$ cat src/rtl/serial_frame_rx.sv
// Framed serial receiver: start bit, WIDTH data bits MSB-first, optional even
// parity, stop bit. Good frames update Q with a VALID pulse; bad ones pulse ERR.
module serial_frame_rx #(
    parameter int WIDTH     = 4,
    parameter bit PARITY_EN = 1'b0
) (
    input  logic             CLK,
    input  logic             CLR,
    input  logic             EN,
    input  logic             D,
    output logic [WIDTH-1:0] Q,
    output logic             VALID,
    output logic             ERR,
    output logic             BUSY
);
    localparam int CNT_W = $clog2(WIDTH) + 1;

    typedef enum logic [1:0] {
        S_IDLE,
        S_DATA,
        S_PARITY,
        S_STOP
    } state_t;

    state_t             state_q, state_d;
    logic [CNT_W-1:0]   cnt_q, cnt_d;
    logic [WIDTH-1:0]   sreg_q, sreg_d;
    logic [WIDTH-1:0]   q_q, q_d;
    logic               perr_q, perr_d;
    logic               valid_q, valid_d;
    logic               err_q, err_d;

    always_ff @(posedge CLK) begin
        if (CLR) begin
            state_q <= S_IDLE;
            cnt_q   <= '0;
            sreg_q  <= '0;
            q_q     <= '0;
            perr_q  <= 1'b0;
            valid_q <= 1'b0;
            err_q   <= 1'b0;
        end else begin
            state_q <= state_d;
            cnt_q   <= cnt_d;
            sreg_q  <= sreg_d;
            q_q     <= q_d;
            perr_q  <= perr_d;
            valid_q <= valid_d;
            err_q   <= err_d;
        end
    end

    // Everything holds on EN=0 cycles; the status pulses fall back to 0.
    always_comb begin
        state_d = state_q;
        cnt_d   = cnt_q;
        sreg_d  = sreg_q;
        q_d     = q_q;
        perr_d  = perr_q;
        valid_d = 1'b0;
        err_d   = 1'b0;
        if (EN) begin
            case (state_q)
                S_IDLE: begin
                    if (D) begin
                        state_d = S_DATA;
                        cnt_d   = '0;
                        perr_d  = 1'b0;
                    end
                end
                S_DATA: begin
                    sreg_d = {sreg_q[WIDTH-2:0], D};
                    cnt_d  = cnt_q + 1'b1;
                    if (cnt_q == CNT_W'(WIDTH - 1)) begin
                        state_d = PARITY_EN ? S_PARITY : S_STOP;
                    end
                end
                S_PARITY: begin
                    // Even parity: the parity bit must equal the XOR of the data bits.
                    perr_d  = D ^ (^sreg_q);
                    state_d = S_STOP;
                end
                S_STOP: begin
                    if (!D && !perr_q) begin
                        q_d     = sreg_q;
                        valid_d = 1'b1;
                    end else begin
                        err_d = 1'b1;
                    end
                    state_d = S_IDLE;
                end
                default: state_d = S_IDLE;
            endcase
        end
    end

    assign Q     = q_q;
    assign VALID = valid_q;
    assign ERR   = err_q;
    assign BUSY  = (state_q != S_IDLE);

endmodule
$ cat config.mk
export PLATFORM = sky130hd
export DESIGN_NAME = serial_frame_rx
export DESIGN_NICKNAME = d
export VERILOG_FILES = /design/src/rtl/serial_frame_rx.sv
export SDC_FILE = /design/constraint.sdc
export NUM_CORES = 1
export LEC_CHECK = 0
export CAP_MARGIN = 20
export CORE_MARGIN = 8
export CORE_UTILIZATION = 47
export DETAILED_ROUTE_END_ITERATION = 8
export PLACE_DENSITY = 0.72
export SYNTH_ARGS = -nofsm -noshare
export SYNTH_HDL_FRONTEND = slang
export SYNTH_SLANG_ARGS = --single-unit
$ cat constraint.sdc
create_clock -name CLK -period 1.2 [get_ports CLK]
set_input_delay 0.24 -clock CLK [delete_from_list [all_inputs] [get_ports CLK]]
set_output_delay 0.24 -clock CLK [all_outputs]
set_load 0.1 [all_outputs]
==> impl_metrics.json, run 1 <==
{
  "cp_max_fo": 2,
  "coreArea_sq_um": 1708,
  "clock_path_buffers": 2,
  "use_met3_pct": 3.311,
  "pwr-share-comb_pct": 27.2,
  "drive_gt1_share_pct": 54.31,
  "fin_skew_ps": 6.572,
  "whs_path_depth": 2,
  "hold_path.class": "flip-flop to flip-flop",
  "viasPerCell": 5.426,
  "synth_cell_types": 29,
  "grt_antenna_before_repair": 0,
  "yosys_warnings": 0,
  "p_per_area_nw_per_um2": 964.3,
  "fillers": 101,
  "reg2reg_from": "state_q[0]",
  "critPathLaunch": "state_q[0]",
  "routedWlPerCell_um": 15.03,
  "die_w_um": 58.14,
  "ys_async_sr_fraction_pct": 0,
  "max_freq_ghz": 0.7198,
  "worstSkewPairLatency_ps": 300,
  "worst_slew_pin_slew_ps": 302.3,
  "area_growth_pct": 58.62,
  "irDropWorstVdd_v": 0.0009167,
  "relSlewSlack_pct": 79.78,
  "rsz0062_at_grt": "true",
  "p_clk_share_pct": 29.7,
  "cp-start-kind": "flip-flop",
  "grt_pass1_wl_mm": 3.408,
  "critPathRequiredTime_ps": 960,
  "antenna_cells": 0,
  "ys_seq_elements": 16,
  "cts_root_buffer": "clkbuf_4",
  "tns_ps": -1225,
  "design.die.area_sq_um": 3380,
  "grt_use_total_pct": 12.96,
  "seqPwrFrac_pct": 43.1,
  "cap_violations": 0,
  "grt_pass1_vias": 737,
  "ys_seq_area_share_pct": 38.38,
  "tritoncts": "yes",
  "fin_crit_ps": 1389,
  "port_buffers": 10,
  "fin_nets": 128,
  "place_area_sq_um": 1127,
  "ioPinCount": 11,
  "holdBufCountCts": 0,
  "stdcell_count": 141,
  "whs_ps": 481.7,
  "top_usage_layer": "met2",
  "setup_viol": 15,
  "dp_cells": 130,
  "switching_share_pct": 30.09,
  "syn_inst": 87,
  "grt.overflow.total": 0,
  "drv_slew": 0,
  "drt_first_iter_violations": 23,
  "synth.avg_cell_area_sq_um": 9.593,
  "synth_nets": 98,
  "timing.final.crit_share_pct": 115.8,
  "worstPathArrival_ps": 1150,
  "first_pass_iters": 4,
  "criticalPathCategory": "flip-flop to output pin",
  "violations": "setup timing",
  "vias": 765,
  "layout_setup_ws_ps": -189.3,
  "postRouteAntennaNets": 0,
  "routed_wl_mm": 2.119,
  "grtUsageMet2_pct": 21.97,
  "synth_enable_flop_cells": 0,
  "cts.sinks": 16,
  "layout_commonest_cell": "buf_4",
  "routabilityCongestion": 0.8153,
  "synth-main-ff-cell": "dfxtp_1",
  "finish.utilization_pct": 77.51,
  "drc": 0,
  "synth_area_sq_um": 834.6,
  "stdcell_area_sq_um": 1324,
  "p_leak_uw": 0.0005048,
  "p_sw_uw": 384.1,
  "cts_inserted_buffers": 3,
  "dp_hpwl_mm": 1.278,
  "p_int_uw": 892.5,
  "use_met1_pct": 14.68,
  "start_util_pct": 48.86,
  "cts_max_level": 1,
  "die_h_um": 58.14,
  "status": "finished with violations",
  "cts.clk_slew.worst_paths_ps": 100,
  "hold_path.startpoint": "cnt_q[1]",
  "row_count": 15,
  "cp-end-kind": "output pin",
  "final_cell_mix": "buf_4, dfxtp_1, buf_12",
  "grt_max_degree": 12,
  "hold_viol": 0,
  "r2r_cells": 7
}
-- layer usage --
layer	up-vias	wire [um]
met2	25	1084
met4	0	53
li1	365	-
met5	-	0
met3	7	112
met1	368	868
-- state kept, by name (all words and copies together) (netlist names) --
name	count
VALID	1
Q	4
sreg_q	4
perr_q	1
cnt_q	3
state_q	2
ERR	1
-- critical path, cell delays in order, from the launching register on --
cell and delay (ps):
dfxtp_4 370, inv_4 60, ha_4 150, clkinvlp_4 90, buf_12 170
-- power groups by stage --
stage	Sequential, uW	Combinational, uW	Clock [uW]
4_1_cts	550	320	380
5_1_grt	552	370	400
3_3_place_gp	564	249	0
2_1_floorplan	564	167	0
3_5_place_dp	564	254	0
6_report	550	348	379
-- worst paths after layout --
check,end,slack [ps]
worst max-delay path,BUSY,-190
worst min-delay path,cnt_q[1],480
worst max register to register,sreg_q[1],-110
worst min register to register,cnt_q[1],480
-- final cells by class --
class,instances,area (sq um),share of cell area (%)
Clock buffer,4,36.28,2.741
Timing Repair Buffer,32,354.1,26.75
Tap cell,25,31.28,2.363
Sequential cell,16,331.6,25.05
Inverter,5,25.02,1.890
Multi-Input combinational cell,59,545.5,41.21
-- synth_stat cells, types with 2 or more instances --
cell type  number  area share, %
buf_2           3            1.8
nand4b_1        3            3.1
xnor2_1         2            2.1
inv_1           5            2.2
nand3_1         4            2.4
nor2_1          6            2.7
a21oi_1         7            4.2
o31ai_1         3            2.7
dfxtp_1        16             38
buf_6           3            4.0
mux2i_1         5            6.0
ha_1            7             10
nand2_1         6            2.7
nand4_1         2            1.5
-- per-stage QoR --
stage                     setup WS, ps  power [uW]
after floorplan                 -27.85       731.2
after detailed placement        -308.3       818.5
after global placement          -274.9       812.8
after global routing            -207.5        1321
final                           -189.3        1277
after CTS                       -186.7        1250
-- cell families (layout without fill, tap and decap cells) --
kind of cell	after synthesis	in the layout	synth area share [%]
compound gates	15	15	11.09
simple gates	29	29	20.69
buf+inv	12	41	8.545
fa+ha+maj	7	7	10.49
xor+xnor	3	3	4.798
flops	16	16	38.38
mux	5	5	5.997
-- timing repair --
action                     CTS  global route
setup endpoints to repair   10            15
gates resized for setup     17            13
setup buffers                7             0
pin swaps                   12             7
No activity file was read; power rests on OpenSTA's default activity.
==> run 2: changes to the inputs <==
Settings changed: CORE_MARGIN 8 to 2.
==> impl_metrics.json, run 2 (synthesis results as in run 1) <==
{
  "cap_violations": 0,
  "crit_family": "flip-flops",
  "place_area_sq_um": 1110,
  "tritoncts": "yes",
  "drive_gt1_share_pct": 48.21,
  "critPathLaunch": "state_q[0]",
  "max_freq_ghz": 0.7419,
  "grt_antenna_before_repair": 0,
  "fillers": 122,
  "dp_hpwl_mm": 1.217,
  "clock_path_buffers": 2,
  "reg2reg_from": "state_q[0]",
  "worstPathArrival_ps": 1110,
  "drc": 0,
  "critPathMaxStageDelay_ps": 370,
  "grt_pass1_wl_mm": 2.877,
  "stdcell_area_sq_um": 1210,
  "grt.overflow.total": 0,
  "rrSetupSlack_ps": -80,
  "die_w_um": 46.14,
  "cp_cell_sequence": "inv_4 -> ha_4 -> clkinvlp_4 -> buf_12",
  "cts.clk_slew.worst_paths_ps": 80,
  "vias": 692,
  "routedWlPerCell_um": 13.09,
  "cts.sinks": 16,
  "hold_viol": 0,
  "critPathRequiredTime_ps": 960,
  "postRouteAntennaNets": 0,
  "grt_max_degree": 9,
  "relSlewSlack_pct": 82.20,
  "fin_skew_ps": 1.688,
  "first_pass_iters": 4,
  "port_buffers": 10,
  "coreArea_sq_um": 1689,
  "area_growth_pct": 44.98,
  "cts_root_buffer": "clkbuf_4",
  "violations": "setup timing",
  "grt_use_total_pct": 19.12,
  "start_util_pct": 49.41,
  "routabilityCongestion": 0.7997,
  "cp_num_buf_inv": 3,
  "design.die.area_sq_um": 2129,
  "dp_cells": 121,
  "cp_max_fo": 4,
  "grt_pass1_vias": 681,
  "worst_slew_pin_slew_ps": 266.1,
  "cp_slowest_cell": "dfxtp_4",
  "routed_wl_mm": 1.689,
  "p_per_area_nw_per_um2": 917.0,
  "rsz0062_at_grt": "true",
  "row_count": 15,
  "layout_setup_ws_ps": -148.0,
  "setup_viol": 10,
  "cts_max_level": 1,
  "final_cell_mix": "buf_4, dfxtp_1, dfxtp_2, a21oi_1, buf_12",
  "hold_path.class": "flip-flop to flip-flop",
  "ioPinCount": 11,
  "criticalPathCategory": "flip-flop to output pin",
  "cp.depth": 4,
  "fin_crit_ps": 1348,
  "worstSkewPairLatency_ps": 280,
  "cp-end-kind": "output pin",
  "layout_commonest_cell": "buf_4",
  "whs_ps": 469.6,
  "fin_nets": 125,
  "drv_slew": 0,
  "irDropWorstVdd_v": 0.0009003,
  "r2r_cells": 6,
  "antenna_cells": 0,
  "cts_inserted_buffers": 3,
  "cp-start-kind": "flip-flop",
  "viasPerCell": 5.364,
  "stdcell_count": 129,
  "whs_path_depth": 2,
  "die_h_um": 46.14,
  "timing.rr.end": "cnt_q[1]",
  "endpoint": "BUSY",
  "drt_first_iter_violations": 11,
  "timing.final.crit_share_pct": 112.3,
  "p_leak_uw": 0.0004679,
  "status": "finished with violations"
}
## run 2: cell count changes in the layout (fill, tap and decap cells not counted), moves of 2 or more
cell     delta
ha_4        -2
a21oi_2     -3
nand2_1     +2
buf_4       +2
a21oi_1     +3
ha_1        +2
buf_6       -5
## run 2: worst min-delay path by stage
stage	startpoint	slack (ps)	endpoint
after global routing	cnt_q[2]	510	cnt_q[2]
final	cnt_q[1]	470	cnt_q[1]
after CTS	cnt_q[2]	480	cnt_q[2]
after floorplan	perr_q	430	VALID
after global placement	cnt_q[2]	450	cnt_q[2]
after detailed placement	cnt_q[2]	460	cnt_q[2]
## run 2: routing by layer
layer | up-vias | share of wire (%) | track usage, % | wire [um]
li1 | 358 | - | - | -
met4 | 0 | 0.77 | 5.143 | 13
met5 | - | 0 | 0 | 0
met1 | 319 | 44 | 23.10 | 745
met2 | 13 | 51 | 32.22 | 855
met3 | 2 | 4.4 | 6.275 | 74
## run 2: cell type report
| class | count | area (sq um) | share of cell area (%) |
|---|---|---|---|
| Multi-Input combinational cell | 59 | 495.5 | 40.95 |
| Sequential cell | 16 | 332.8 | 27.51 |
| Timing Repair Buffer | 29 | 312.8 | 25.85 |
| Inverter | 5 | 25.02 | 2.068 |
| Clock buffer | 3 | 22.52 | 1.861 |
| Tap cell | 17 | 21.27 | 1.758 |
## run 2: metrics by stage
step	TNS (ps)	total power [uW]	util [%]	worst slack (ps)
floorplan	-27.85	731.2	-	-27.85
global placement	-3093	808.5	65.70	-247.9
detailed placement	-3359	815.0	65.70	-260.8
CTS	-526.2	1111	69.93	-151.7
global route	-1162	1161	71.63	-188.2
finish	-464.4	1110	71.63	-148.0
## run 2: power breakdown
group          total, uW  internal, uW  switching (uW)  leakage (uW)
logic                289           134             154      0.000321
registers            553           541            11.6      0.000133
clock network        268           116             152     0.0000138
total               1110           792             318      0.000468
## run 2: what timing repair did
item | in CTS | in global routing
pin swaps | 4 | 5
buffers inserted | 4 | 1
endpoints found under the setup margin | 10 | 15
hold buffers | 0 | 0
gates resized for setup | 8 | 7
## run 2: worst min-delay path, delay by kind of cell (launching register included)
kind	cells	cell delay, ps
DFF	1	330
AOI/OAI and AO/OA	2	110
==> run 3: changes to the inputs <==
Settings changed: CORE_UTILIZATION 47 to 56, PLACE_DENSITY 0.72 to 0.81.
Clock period 1.2 ns to 1.7 ns, I/O delays scaled along.
==> impl_metrics.json, run 3 (synthesis results as in run 1) <==
{
  "setup_viol": 0,
  "cts_setup_buffers": 0,
  "tns_ps": 0,
  "drv_slew": 0,
  "grt_use_total_pct": 19.34,
  "cts.clk_slew.worst_paths_ps": 90,
  "max_freq_ghz": 0.6271,
  "viasPerCell": 5.860,
  "row_count": 13,
  "clock_path_buffers": 2,
  "p_leak_uw": 0.0004110,
  "die_w_um": 42.61,
  "fin_skew_ps": 2.704,
  "worstSkewPairLatency_ps": 280,
  "cp_max_fo": 5,
  "relSlewSlack_pct": 72.13,
  "timing.final.crit_share_pct": 93.81,
  "port_buffers": 10,
  "drc": 0,
  "hold_path.class": "flip-flop to flip-flop",
  "fin_nets": 111,
  "design.die.area_sq_um": 1815,
  "cp-start-kind": "flip-flop",
  "grt_antenna_before_repair": 0,
  "route.met3.wl_um": 69,
  "start_util_pct": 61.82,
  "cp_common_cell": "inv_1",
  "crit_family": "buffers and inverters",
  "criticalPathCategory": "flip-flop to output pin",
  "postRouteAntennaNets": 0,
  "die_h_um": 42.61,
  "layout_commonest_cell": "dfxtp_1",
  "routedWlPerCell_um": 13.68,
  "pre_cts_slack_ps": 86.69,
  "coreArea_sq_um": 1350,
  "grt_pass1_wl_mm": 2.573,
  "cp_num_buf_inv": 3,
  "area_growth_pct": 25.79,
  "cp_slowest_cell": "dfxtp_2",
  "multi_input_area_sq_um": 445.4,
  "grt_max_degree": 11,
  "cts.sinks": 16,
  "drive_gt1_share_pct": 22.22,
  "irDropWorstVdd_v": 0.0006560,
  "grt_pass1_vias": 594,
  "cp_cell_sequence": "inv_1 -> ha_2 -> inv_1 -> buf_12",
  "holdBufCountCts": 0,
  "cap_violations": 0,
  "antenna_cells": 0,
  "worstPathArrival_ps": 1250,
  "cts_max_level": 1,
  "worst_slew_pin_slew_ps": 416.8,
  "routabilityCongestion": 0.7945,
  "ioPinCount": 11,
  "status": "finished clean",
  "tritoncts": "yes",
  "cts_root_buffer": "clkbuf_4",
  "critPathRequiredTime_ps": 1360,
  "drt_first_iter_violations": 26,
  "critPathMaxStageDelay_ps": 350,
  "p_per_area_nw_per_um2": 745.4,
  "routed_wl_mm": 1.559,
  "layout_setup_ws_ps": 105.3,
  "fillers": 86,
  "route.met2.wl_um": 756,
  "hold_viol": 0,
  "rsz0062_at_grt": "false",
  "register_area_sq_um": 322.8,
  "grt.overflow.total": 0,
  "top_layer": "met3",
  "final_cell_mix": "dfxtp_1, a21oi_1, buf_12",
  "vias": 668,
  "whs_ps": 488.6,
  "fin_crit_ps": 1595,
  "cts_inserted_buffers": 3,
  "first_pass_iters": 4,
  "cp-end-kind": "output pin",
  "met1_length_um": 734,
  "dp_hpwl_mm": 1.165
}
[run 3: final cells by class]
class,instances,share of cell area [%]
clock buffers,4,3.456
inverters,5,1.788
multi-input cells,59,42.43
flip-flops and latches,16,30.75
well taps,15,1.788
repair buffers,15,19.79
[run 3: where the power goes]
| group | leakage (uW) | internal [uW] | total [uW] | switching [uW] |
|---|---|---|---|---|
| Combinational | 0.000260 | 58.3 | 149 | 90.3 |
| Sequential | 0.000130 | 382 | 390 | 7.86 |
| Clock | 0.0000210 | 130 | 244 | 113 |
| Total | 0.000411 | 571 | 783 | 212 |
[run 3: path summary, 6_finish.rpt]
| path | start | endpoint | slack (ps) | cells after the start |
|---|---|---|---|---|
| hold / removal | cnt_q[1] | cnt_q[1] | 490 | 2 |
| hold reg to reg | cnt_q[1] | cnt_q[1] | 490 | 2 |
| setup reg to reg | cnt_q[0] | state_q[1] | 320 | 5 |
| setup / recovery | state_q[1] | BUSY | 110 | 4 |
[run 3: tightest hold or removal path, cell delays in order (launching register included)]
cell	delay, ps
dfxtp_1	330
o31ai_1	60
a21oi_1	60
[run 3: stage by stage]
step | util, % | cells | total power [uW] | area (sq um)
2_1_floorplan | - | 87 | 502.0 | 834.6
6_report | 77.76 | 114 | 782.5 | 1050
4_1_cts | 77.66 | 114 | 786.7 | 1049
3_3_place_gp | 74.70 | 110 | 538.2 | 1008
5_1_grt | 77.76 | 114 | 818.3 | 1050
3_5_place_dp | 74.70 | 110 | 542.8 | 1008
[run 3: layer usage]
layer  vias up  GRT usage, %
li1        333             -
met1       316         22.40
met2        19         33.54
met3         0         7.759
met4         0         3.750
met5         -             0
[run 3: timing repair]
action,CTS,global route
setup endpoints to repair,1,1
gates resized for setup,2,1
endpoints found under the hold margin,0,0
